## src/rtl/channel_arbiter.sv

```systemverilog
// channel_arbiter: round-robin sharing of one channel subchannel between NUM_REQ host requesters.
// Optional macro CHANNEL_ARB_TIMEOUT_EN adds a busy watchdog that pulses chan_stop once per operation.
module channel_arbiter #(
    parameter int NUM_REQ        = 4,
    parameter int ID_W           = 2,
    parameter int START_WAIT     = 8,
    parameter int TIMEOUT_CYCLES = 5000000
) (
    input  logic                 clk,
    input  logic                 reset_n,
    input  logic [NUM_REQ-1:0]   req_valid,
    output logic [NUM_REQ-1:0]   req_ready,
    input  logic [8*NUM_REQ-1:0] req_addr,
    input  logic [8*NUM_REQ-1:0] req_command,
    output logic                 done_valid,
    output logic [ID_W-1:0]      done_id,
    output logic [1:0]           done_cc,
    output logic [7:0]           done_status,
    output logic                 done_status_seen,
    output logic                 done_timed_out,
    output logic [7:0]           chan_addr,
    output logic [7:0]           chan_command,
    output logic                 chan_start,
    output logic                 chan_stop,
    input  logic                 chan_active,
    input  logic [1:0]           chan_condition_code,
    input  logic [7:0]           chan_status_tdata,
    input  logic                 chan_status_tvalid,
    input  logic                 chan_request,
    output logic                 attention
);
    localparam int WW = $clog2(START_WAIT + 1);

    typedef enum logic [2:0] {IDLE, ARB, START, WAIT_ACT, BUSY, DONE} state_t;

    state_t          state;
    logic [ID_W-1:0] last;
    logic [ID_W-1:0] win;
    logic [WW-1:0]   wcnt;
    logic [7:0]      status;
    logic            status_seen;
    logic            timed_out;
`ifdef CHANNEL_ARB_TIMEOUT_EN
    logic [31:0]     tcnt;
`endif

    if (ID_W != $clog2(NUM_REQ) || START_WAIT < 1 || TIMEOUT_CYCLES < 1) begin : g_bad_params
        $error("channel_arbiter: ID_W must equal clog2(NUM_REQ) and wait limits must be positive");
    end

    // Winner: first requesting index after the last grant, wrapping modulo NUM_REQ.
    always_comb begin
        logic [ID_W-1:0] idx;
        idx = last;
        win = last;
        for (int i = NUM_REQ; i >= 1; i--) begin
            idx = ID_W'((int'(last) + i) % NUM_REQ);
            if (req_valid[idx]) win = idx;
        end
    end

    // Operation sequencer: arbitrate, start the channel, supervise it and report completion.
    always_ff @(posedge clk) begin
        if (!reset_n) begin
            state            <= IDLE;
            last             <= ID_W'(NUM_REQ - 1);
            wcnt             <= '0;
            status           <= '0;
            status_seen      <= 1'b0;
            timed_out        <= 1'b0;
            req_ready        <= '0;
            done_valid       <= 1'b0;
            done_id          <= '0;
            done_cc          <= '0;
            done_status      <= '0;
            done_status_seen <= 1'b0;
            done_timed_out   <= 1'b0;
            chan_addr        <= '0;
            chan_command     <= '0;
            chan_start       <= 1'b0;
            chan_stop        <= 1'b0;
            attention        <= 1'b0;
`ifdef CHANNEL_ARB_TIMEOUT_EN
            tcnt             <= '0;
`endif
        end else begin
            req_ready  <= '0;
            done_valid <= 1'b0;
            chan_start <= 1'b0;
            chan_stop  <= 1'b0;
            case (state)
                IDLE: begin
                    attention <= chan_request;
                    if (|req_valid && !chan_active) state <= ARB;
                end
                ARB: begin
                    if (|req_valid) begin
                        req_ready    <= NUM_REQ'(1) << win;
                        chan_addr    <= 8'(req_addr >> {win, 3'b000});
                        chan_command <= 8'(req_command >> {win, 3'b000});
                        last         <= win;
                        status       <= '0;
                        status_seen  <= 1'b0;
                        timed_out    <= 1'b0;
                        state        <= START;
                    end else begin
                        state <= IDLE;
                    end
                end
                START: begin
                    chan_start <= 1'b1;
                    wcnt       <= '0;
                    state      <= WAIT_ACT;
                end
                WAIT_ACT: begin
                    if (chan_active) begin
                        state <= BUSY;
`ifdef CHANNEL_ARB_TIMEOUT_EN
                        tcnt  <= '0;
`endif
                    end else if (wcnt == WW'(START_WAIT - 1)) begin
                        done_valid       <= 1'b1;
                        done_id          <= last;
                        done_cc          <= 2'd2;
                        done_status      <= status;
                        done_status_seen <= status_seen;
                        done_timed_out   <= timed_out;
                        state            <= DONE;
                    end else begin
                        wcnt <= wcnt + 1'b1;
                    end
                end
                BUSY: begin
                    if (chan_status_tvalid) begin
                        status      <= chan_status_tdata;
                        status_seen <= 1'b1;
                    end
                    if (!chan_active) begin
                        done_valid       <= 1'b1;
                        done_id          <= last;
                        done_cc          <= chan_condition_code;
                        done_status      <= chan_status_tvalid ? chan_status_tdata : status;
                        done_status_seen <= status_seen | chan_status_tvalid;
                        done_timed_out   <= timed_out;
                        state            <= DONE;
                    end
`ifdef CHANNEL_ARB_TIMEOUT_EN
                    else if (!timed_out) begin
                        if (tcnt == 32'(TIMEOUT_CYCLES - 1)) begin
                            chan_stop <= 1'b1;
                            timed_out <= 1'b1;
                        end else begin
                            tcnt <= tcnt + 1'b1;
                        end
                    end
`endif
                end
                DONE: state <= IDLE;
                default: state <= IDLE;
            endcase
        end
    end
endmodule

```

## config.mk

```make
export PLATFORM = sky130hd
export DESIGN_NAME = channel_arbiter
export DESIGN_NICKNAME = d
export VERILOG_FILES = /design/src/rtl/channel_arbiter.sv
export SDC_FILE = /design/constraint.sdc
export NUM_CORES = 1
export LEC_CHECK = 0
export CAP_MARGIN = 20
export CORE_MARGIN = 2
export CORE_UTILIZATION = 46
export DETAILED_ROUTE_END_ITERATION = 8
export PLACE_DENSITY_LB_ADDON = 0.25
export RECOVER_POWER = 50
export SLEW_MARGIN = 20
export SYNTH_ARGS = -nofsm -noshare
export SYNTH_HDL_FRONTEND = slang
export SYNTH_SLANG_ARGS = --single-unit
```

## constraint.sdc

```tcl
create_clock -name clk -period 4.9 [get_ports clk]
set_input_delay 0.98 -clock clk [delete_from_list [all_inputs] [get_ports clk]]
set_output_delay 0.98 -clock clk [all_outputs]
set_load 0.1 [all_outputs]
```

# After elaboration in Yosys (flattened, before gate mapping)
# Cells that the tools add are included.
[classes]
add_sub_neg = 5
n_mul = 0
div_mod_pow = 0
n_lt_le_gt_ge = 4
eq_ne = 13
n_shift = 3
n_mux = 52
bitwise = 1
reduce_logical = 14
[ops]
columns = ["op", "count"]
rows = [
  ["32-bit by 5-bit right shift with 8-bit output", 2],
  ["8-bit 2-to-1 mux", 5],
  ["8-bit one-hot mux with 2 select lines", 2],
  ["2-bit 2-to-1 mux", 11],
  ["1-bit 2-to-1 mux", 16],
  ["3-bit one-hot mux with 5 select lines", 1],
  ["2-bit inequality test, second input constant", 7],
  ["2-bit by 3-bit < comparator with 1-bit output, second input constant", 4],
  ["3-bit 2-to-1 mux", 4],
  ["3-bit AND reduction", 4],
  ["1-bit binary-select mux with 2-bit select", 4],
  ["4-bit 2-to-1 mux", 2],
  ["1-bit one-hot mux with 2 select lines", 4],
  ["2-bit one-hot mux with 2 select lines", 2],
  ["4-bit one-hot mux with 2 select lines", 1],
  ["3-bit by 2-bit equality test with 1-bit output, second input constant", 2],
  ["2-bit nonzero test", 3],
  ["2-bit by 1-bit adder with 2-bit output, second input constant", 2],
  ["2-bit adder, second input constant", 2],
  ["4-bit by 1-bit adder with 4-bit output, second input constant", 1],
  ["4-bit by 3-bit equality test with 1-bit output, second input constant", 1],
  ["2-bit AND reduction", 2],
  ["4-bit AND reduction", 1],
  ["4-bit OR reduction", 1],
  ["8 further kinds", 8],
]
[totals]
register_bits = 55
latchBits = 0
mem_bits_rw = 0
mem_bits_ro = 0
elab_cells = 108
memories = 0

# Logic depth before layout (Yosys ltp)
# Gate-level depths: netlist of the first run.
[depth]
depth_word = 8
mapped_depth = 8
ltp_nobuf = 6

# Worst setup path before layout of the first run
# OpenSTA, ideal clock, no wires.
[synth_timing]
path_type = "input-to-reg"
startpoint = "input port req_valid[3]"
endpoint = "register chan_addr[6]"
setup_time_ps = 128
arrival_time_ps = 2169
required_ps = 4772
slack_ps = 2603
stages = 6
path_buffers = 1
cell_sequence = "or4_4 > and4bb_4 > o211ai_4 > buf_8 > a21o_2 > o211ai_1"
[synth_via]
elab_chain_len = 7
word_cells_on_any_way = 15
cone_classes = "shift (1); mux (12); reduce/logical (2)"
[synth_rtl]
columns = ["element", "line", "source"]
rows = [
  ["start, declared", "11", "input logic [NUM_REQ-1:0] req_valid,"],
  ["1-bit binary-select mux with 2-bit select", "58", "if (req_valid[idx]) win = idx;"],
  ["1-bit 2-to-1 mux (implied by the code)", "58", ""],
  ["2-bit 2-to-1 mux (4 in series)", "58", ""],
  ["32-bit by 5-bit right shift with 8-bit output", "99", "chan_addr <= 8'(req_addr >> {win, 3'b000});"],
  ["end signal, assigned", "99", ""],
  ["end, declared", "21", "output logic [7:0] chan_addr,"],
]
# Several ways; a longest one is shown, not always the timed one. The select of a mux whose other input is x is not followed.
# A chain may end at the register's enable or synchronous reset.

==> results of run 1 <==
worst max-delay path, delay by kind of cell:
| kind | cells | cell delay, ns |
|---|---|---|
| buffers and inverters | 2 | 1.49 |
| AO/OA/AOI/OAI | 2 | 1.21 |
cells in the mapped netlist (2+ instances only):
library cell,number
clkbuf_1,7
dfxtp_1,54
o21ai_1,2
mux2i_1,20
nor2_1,12
nor4_1,3
nor3b_1,2
buf_6,4
o31ai_1,17
nand2b_1,3
and2_1,3
o21ai_0,15
a21o_2,15
buf_2,10
nand3_1,18
a21o_1,3
nand2_1,41
nand4_1,16
a21oi_1,3
o211a_1,9
o211ai_1,16
o21a_1,4
nor2b_1,8
nor3_1,2
buf_4,5
a21boi_0,2
per-stage QoR:
stage	hold WS (ns)	setup WS, ns	instances	instance area [µm²]	util [%]
finish	0.4779	1.435	494	4036	68.17
detailed placement	0.4533	1.310	485	3934	66.44
floorplan	0.4268	2.603	319	2830	-
global placement	0.4398	1.415	485	3934	66.44
global route	0.5029	1.249	494	4036	68.17
CTS	0.4813	1.650	493	4029	68.05
registers in the layout, summed over array words and instances (netlist names), 3 cells and up:
register / flops
chan_addr: 8
chan_command: 8
done_status: 8
status: 8
req_ready: 4
wcnt: 4
state: 3
cells by family (layout without fill, tap and decap cells):
logic type,Yosys count,in the layout
fa+ha+maj,1,1
other cells,1,2
simple gates,121,121
compound gates,92,92
buf+inv,29,129
mux,20,20
flops,54,54
final cells by class:
class | instances | area (µm²) | area share (%)
timing repair buffer | 120 | 1200 | 29.73
clock buffer | 5 | 68.82 | 1.705
tap | 75 | 93.84 | 2.325
sequential | 54 | 1081 | 26.78
inverter | 1 | 3.754 | 0.09299
clock inverter | 3 | 26.28 | 0.6510
multi-input combinational | 236 | 1563 | 38.72
how the worst max path moves through the flow:
stage | startpoint | endpoint | cells after the start
2_1_floorplan | req_valid[3] | chan_addr[6] | 6
3_3_place_gp | req_valid[3] | chan_addr[0] | 6
3_5_place_dp | req_valid[3] | chan_command[5] | 6
4_1_cts | req_valid[3] | chan_command[5] | 6
5_1_grt | reset_n | status[7] | 4
6_report | reset_n | last[1] | 4
report_power, final:
| part | leakage (nW) | internal, mW | total (mW) | switching, mW |
|---|---|---|---|---|
| clock network | 0.0491 | 0.106 | 0.269 | 0.163 |
| registers | 0.437 | 0.460 | 0.479 | 0.0191 |
| logic | 1.10 | 0.140 | 0.374 | 0.235 |
| total | 1.59 | 0.705 | 1.12 | 0.417 |
layout by cell type, fill, tap and decap left out, types with 3 or more instances in the layout:
master	count
a21o_1	3
a21o_2	15
a21oi_1	4
clkbuf_8	5
clkdlybuf4s50_1	107
dfxtp_1	54
dlygate4sd3_1	11
mux2i_1	20
nand2_1	41
nand2b_1	3
nand3_1	18
nand4_1	16
nor2_1	12
nor2b_1	8
nor4_1	3
o211a_1	9
o211ai_1	16
o21a_1	4
o21ai_0	16
o31ai_1	17
per-layer routing:
metal | up-vias | wire, µm | track usage, %
met5 | - | 0 | 0
met2 | 78 | 3770 | 38.15
met1 | 1336 | 3628 | 30.60
met3 | 4 | 381 | 4.239
met4 | 0 | 37 | 5.500
li1 | 1366 | - | -
==> results.cfg, run 1 <==
[critical_path]
crit_path_max_incr_delay_ns = 0.97
worstPathArrival_ns = 3.68
critPathSlowestCell = clkbuf_1
crit_path_end_kind = register
crit_type = in2reg
crit_path_start_kind = input port
path_cells = dlygate4sd3_1 > clkbuf_1 > o21ai_0 > o21a_1
rrSetupSlack_ns = 2.11
required_ns = 5.12
reg2reg_from = wcnt[0]
reg2reg_to = done_status[3]
path_max_fanout = 34
rr_worst_depth = 6

[synth]
ys.warnings.count = 0
synthArstFlopShare_pct = 0
synth_edf_count = 0
synth-simple-area-share_pct = 22.58
synth_cell_types = 50
seq_area_frac_synth_pct = 38.25
synthMuxAreaShare_pct = 7.083
synth_xor_area_share_pct = 0
synth_seq_cells = 54
synthesis.area_um2 = 2826
synthAdderAreaFrac_pct = 0.4427
yosys.area.top_type_share_pct = 38.25
synth_compound_area_share_pct = 25.06
syn_area_per_cell_um2 = 8.888
syn_inst = 318
ys.flop_type = dfxtp_1
synth_top_family_by_area = compound AO/OA/AOI/OAI gates
synth.area.top_cells = dfxtp_1 38%, mux2i_1 7.1%, nand2_1 5.4%
synth_top_area_cell = dfxtp_1

[detailed_routing]
antenna_left = 0
firstDrtPassIters = 4
routed_via_density = 5.636
wl_mm = 7.818
vias = 2784
drtIter0Drc = 116
post_drt_wl_per_cell_um = 15.83
drc_errors = 0

[clock_tree]
clockBufferDepth = 2
path_clk_slew_ns = 0.11
cts_buffers = 5
postCtsSetupRepairBufs = 0
cts_resized = 0
insertion_delay_ns = 0.32
cts_tree = built
ctsRootBufferMaster = clkbuf_8
numClockSinks = 54
holdBufCountCts = 0
cts_max_level = 2

[timing]
fin_setup_tns_ns = 0
slew_headroom_pct = -19.34
finalCritPeriodShare_pct = 70.71
hold_viol = 0
maxClockFrequency_mhz = 288.6
layout_min_cycle_time_ns = 3.465
setup_viol = 0
final_max_slew_viol_count = 24
tightest_slew_ns = 1.790
clock_skew_ns = 0.01289
rsz0062_at_grt = false

[floorplanning]
initial_core_util_pct = 47.74
die_w_um = 82.39
die_area_um2 = 6787
placementRows = 28
coreArea_um2 = 5921
die_h_um = 82.39
io_pins = 121

[grt]
grt_pass1_wl_mm = 12.10
gr-total-overflow = 0
grt_max_degree = 35
grt_usage_pct = 22.90
grt_pass1_vias = 2549
grt_antenna_before_repair = 0

[min_path]
min-delay-start = status[7]
whs_endpoint = status[7]
whs_path_depth = 2
hold_path_class = reg2reg

[flow_run]
max_cap_violations = 1

[finish]
syn2layout_area_growth_pct = 42.81
nets = 502
diodes = 0
fill_cells = 518
drive_gt1_share_pct = 8.353

[place]
hpwl_mm = 5.482
io_buffers = 118
gp_congestion = 0.8326

[power]
power_mw = 1.123
vdd.ir_drop.worst_mv = 0.1708
p_leak_nw = 1.586
p_per_area_nw_per_um2 = 278.2

[outcome]
failed_checks = capacitance limit, slew limit
status = finished with violations
Note: power is estimated with default switching activity, not from simulation.
==> run 2: changes to the inputs <==
--- a/config.mk
+++ b/config.mk
@@ -7,7 +7,7 @@
 export LEC_CHECK = 0
 export CAP_MARGIN = 20
 export CORE_MARGIN = 2
-export CORE_UTILIZATION = 46
+export CORE_UTILIZATION = 38
 export DETAILED_ROUTE_END_ITERATION = 8
 export PLACE_DENSITY_LB_ADDON = 0.25
 export RECOVER_POWER = 50
==> constraint.sdc (replaced) <==
create_clock -name clk -period 3 [get_ports clk]
set_input_delay 0.6 -clock clk [delete_from_list [all_inputs] [get_ports clk]]
set_output_delay 0.6 -clock clk [all_outputs]
set_load 0.1 [all_outputs]
==> run 2 against run 1 <==
Against the previous run:
- the run now ends clean
- worst hold slack better by 0.00086 ns
- via count increased by 0.90%
- global-route usage fell by 3.9 points
- non-clock buffer count is 6 higher
- combinational power rose by 58%
- sequential share of layout area is 1.1 points higher
- largest cell class unchanged
- largest power group unchanged
==> results.cfg, run 2 (same netlist as run 1, synthesis figures left out) <==
[detailed_routing]
met2_wirelength_mm = 3.888
met1_length_mm = 3.515
routed.top_layer = met4
firstDrtPassIters = 4
wl_met3_um = 402
drtIter0Drc = 101
antenna_left = 0
drc_errors = 0
routed_via_density = 5.361
wl_mm = 7.944
vias = 2809
post_drt_wl_per_cell_um = 15.16

[timing]
rsz0062_at_grt = false
clock_skew_ns = 0.002829
maxClockFrequency_mhz = 418.8
hold_viol = 0
tightest_slew_ns = 1.213
slew_headroom_pct = 19.46
final_max_slew_viol_count = 0
setup_viol = 0
layout_min_cycle_time_ns = 2.388
fin_setup_tns_ns = 0
finalCritPeriodShare_pct = 79.60

[critical_path]
crit_path_end_kind = register
crit_type = in2reg
rrSetupSlack_ns = 1.02
worstPathArrival_ns = 2.57
crit_path_start_kind = input port
reg2reg_to = done_status[0]
reg2reg_from = state[1]
required_ns = 3.18
rr_worst_depth = 6
path_max_fanout = 19

[power]
p_per_area_nw_per_um2 = 465.4
p_switching_uw = 660.2
p_clk_share_pct = 24.0
pwr-share-seq_pct = 43.3
p_leak_nw = 1.502
swShare_pct = 36.54
vdd.ir_drop.worst_mv = 0.1978
comb_power_share_pct = 32.7
internal-power_mw = 1.147
power_mw = 1.807

[place]
gp_congestion = 0.7799
postPlaceCellArea_um2 = 3926
io_buffers = 118
hpwl_mm = 5.747
dpl.cell_count = 516

[grt]
grt_pass1_vias = 2687
grt_antenna_before_repair = 0
grt_max_degree = 34
gr-total-overflow = 0
grt_usage_pct = 18.99
grt_pass1_wl_mm = 12.71

[floorplanning]
initial_core_util_pct = 39.18
die_area_um2 = 8144
die_h_um = 90.25
io_pins = 121
coreArea_um2 = 7214
die_w_um = 90.25
placementRows = 31

[clock_tree]
insertion_delay_ns = 0.30
cts_resized = 0
clockBufferDepth = 2
ctsRootBufferMaster = clkbuf_8
cts_buffers = 5
cts_tree = built
holdBufCountCts = 0
postCtsSetupRepairBufs = 0
cts_max_level = 2
numClockSinks = 54
path_clk_slew_ns = 0.10

[finish]
regArea_um2 = 1081
final_area_um2 = 3882
final_util_pct = 53.82
final_cell_mix = 79 x clkdlybuf4s50_1, 54 x dfxtp_1, 41 x nand2_1, 36 x clkbuf_1, 20 x mux2i_1
multi_input_area_um2 = 1559
diodes = 0
nets = 508
final_cells = 524
syn2layout_area_growth_pct = 37.36
final_common_cell = clkdlybuf4s50_1
fill_cells = 743
drive_gt1_share_pct = 9.647

[min_path]
min-delay-start = status[7]
hold_path_class = reg2reg
whs_endpoint = status[7]
whs_path_depth = 2

[outcome]
status = finished, final reports clean

[flow_run]
max_cap_violations = 0
-- run 2: cell count changes in the layout (fill, tap and decap cells not counted), sizes merged --
cell and change:
clkinvlp +1, buf +7, clkdlybuf4s50 -28, clkinv -1, clkbuf +36, dlygate4sd3 -8, inv -1
-- run 2: worst max-delay path: stages --
cell	delay (ns)
dlygate4sd3_1	0.58
or4_1	0.60
and4bb_4	0.26
o211ai_4	0.26
a21o_2	0.19
o211ai_1	0.08
-- run 2: worst max path at each step --
stage | end | depth (start not counted) | start | slack, ns
2_1_floorplan | chan_addr[6] | 6 | req_valid[3] | 1.08
3_3_place_gp | chan_addr[7] | 6 | req_valid[3] | 0.47
3_5_place_dp | chan_addr[3] | 6 | req_valid[3] | 0.47
4_1_cts | chan_addr[3] | 6 | req_valid[3] | 0.79
5_1_grt | chan_command[7] | 6 | req_valid[3] | 0.54
6_report | chan_addr[7] | 6 | req_valid[3] | 0.61
-- run 2: final cells by class --
class                      instances  area share (%)
multi-input combinational        236           40.15
sequential                        54           27.84
timing repair buffer             126           26.17
tap                               99           3.190
clock buffer                       6           2.127
clock inverter                     2          0.4189
inverter                           1         0.09668
-- run 2: power by group through the flow --
stage	clock [mW]	combinational [mW]	sequential [mW]
after floorplan	0	0.238	0.982
after global placement	0	0.610	0.797
after detailed placement	0	0.615	0.799
after CTS	0.450	0.617	0.783
after global routing	0.475	0.625	0.787
final	0.434	0.591	0.782
-- run 2: per-stage QoR --
stage,hold WS [ns],setup WS (ns)
after floorplan,0.4268,1.083
after global placement,0.4372,0.4731
after detailed placement,0.4612,0.4672
after CTS,0.4832,0.7944
after global routing,0.5056,0.5409
final,0.4787,0.6120
-- run 2: per-layer routing --
metal  vias to the layer above  GRT usage, %
li1                       1373             -
met1                      1331         24.54
met2                        95         31.52
met3                        10         3.688
met4                         0         6.923
met5                         -             0
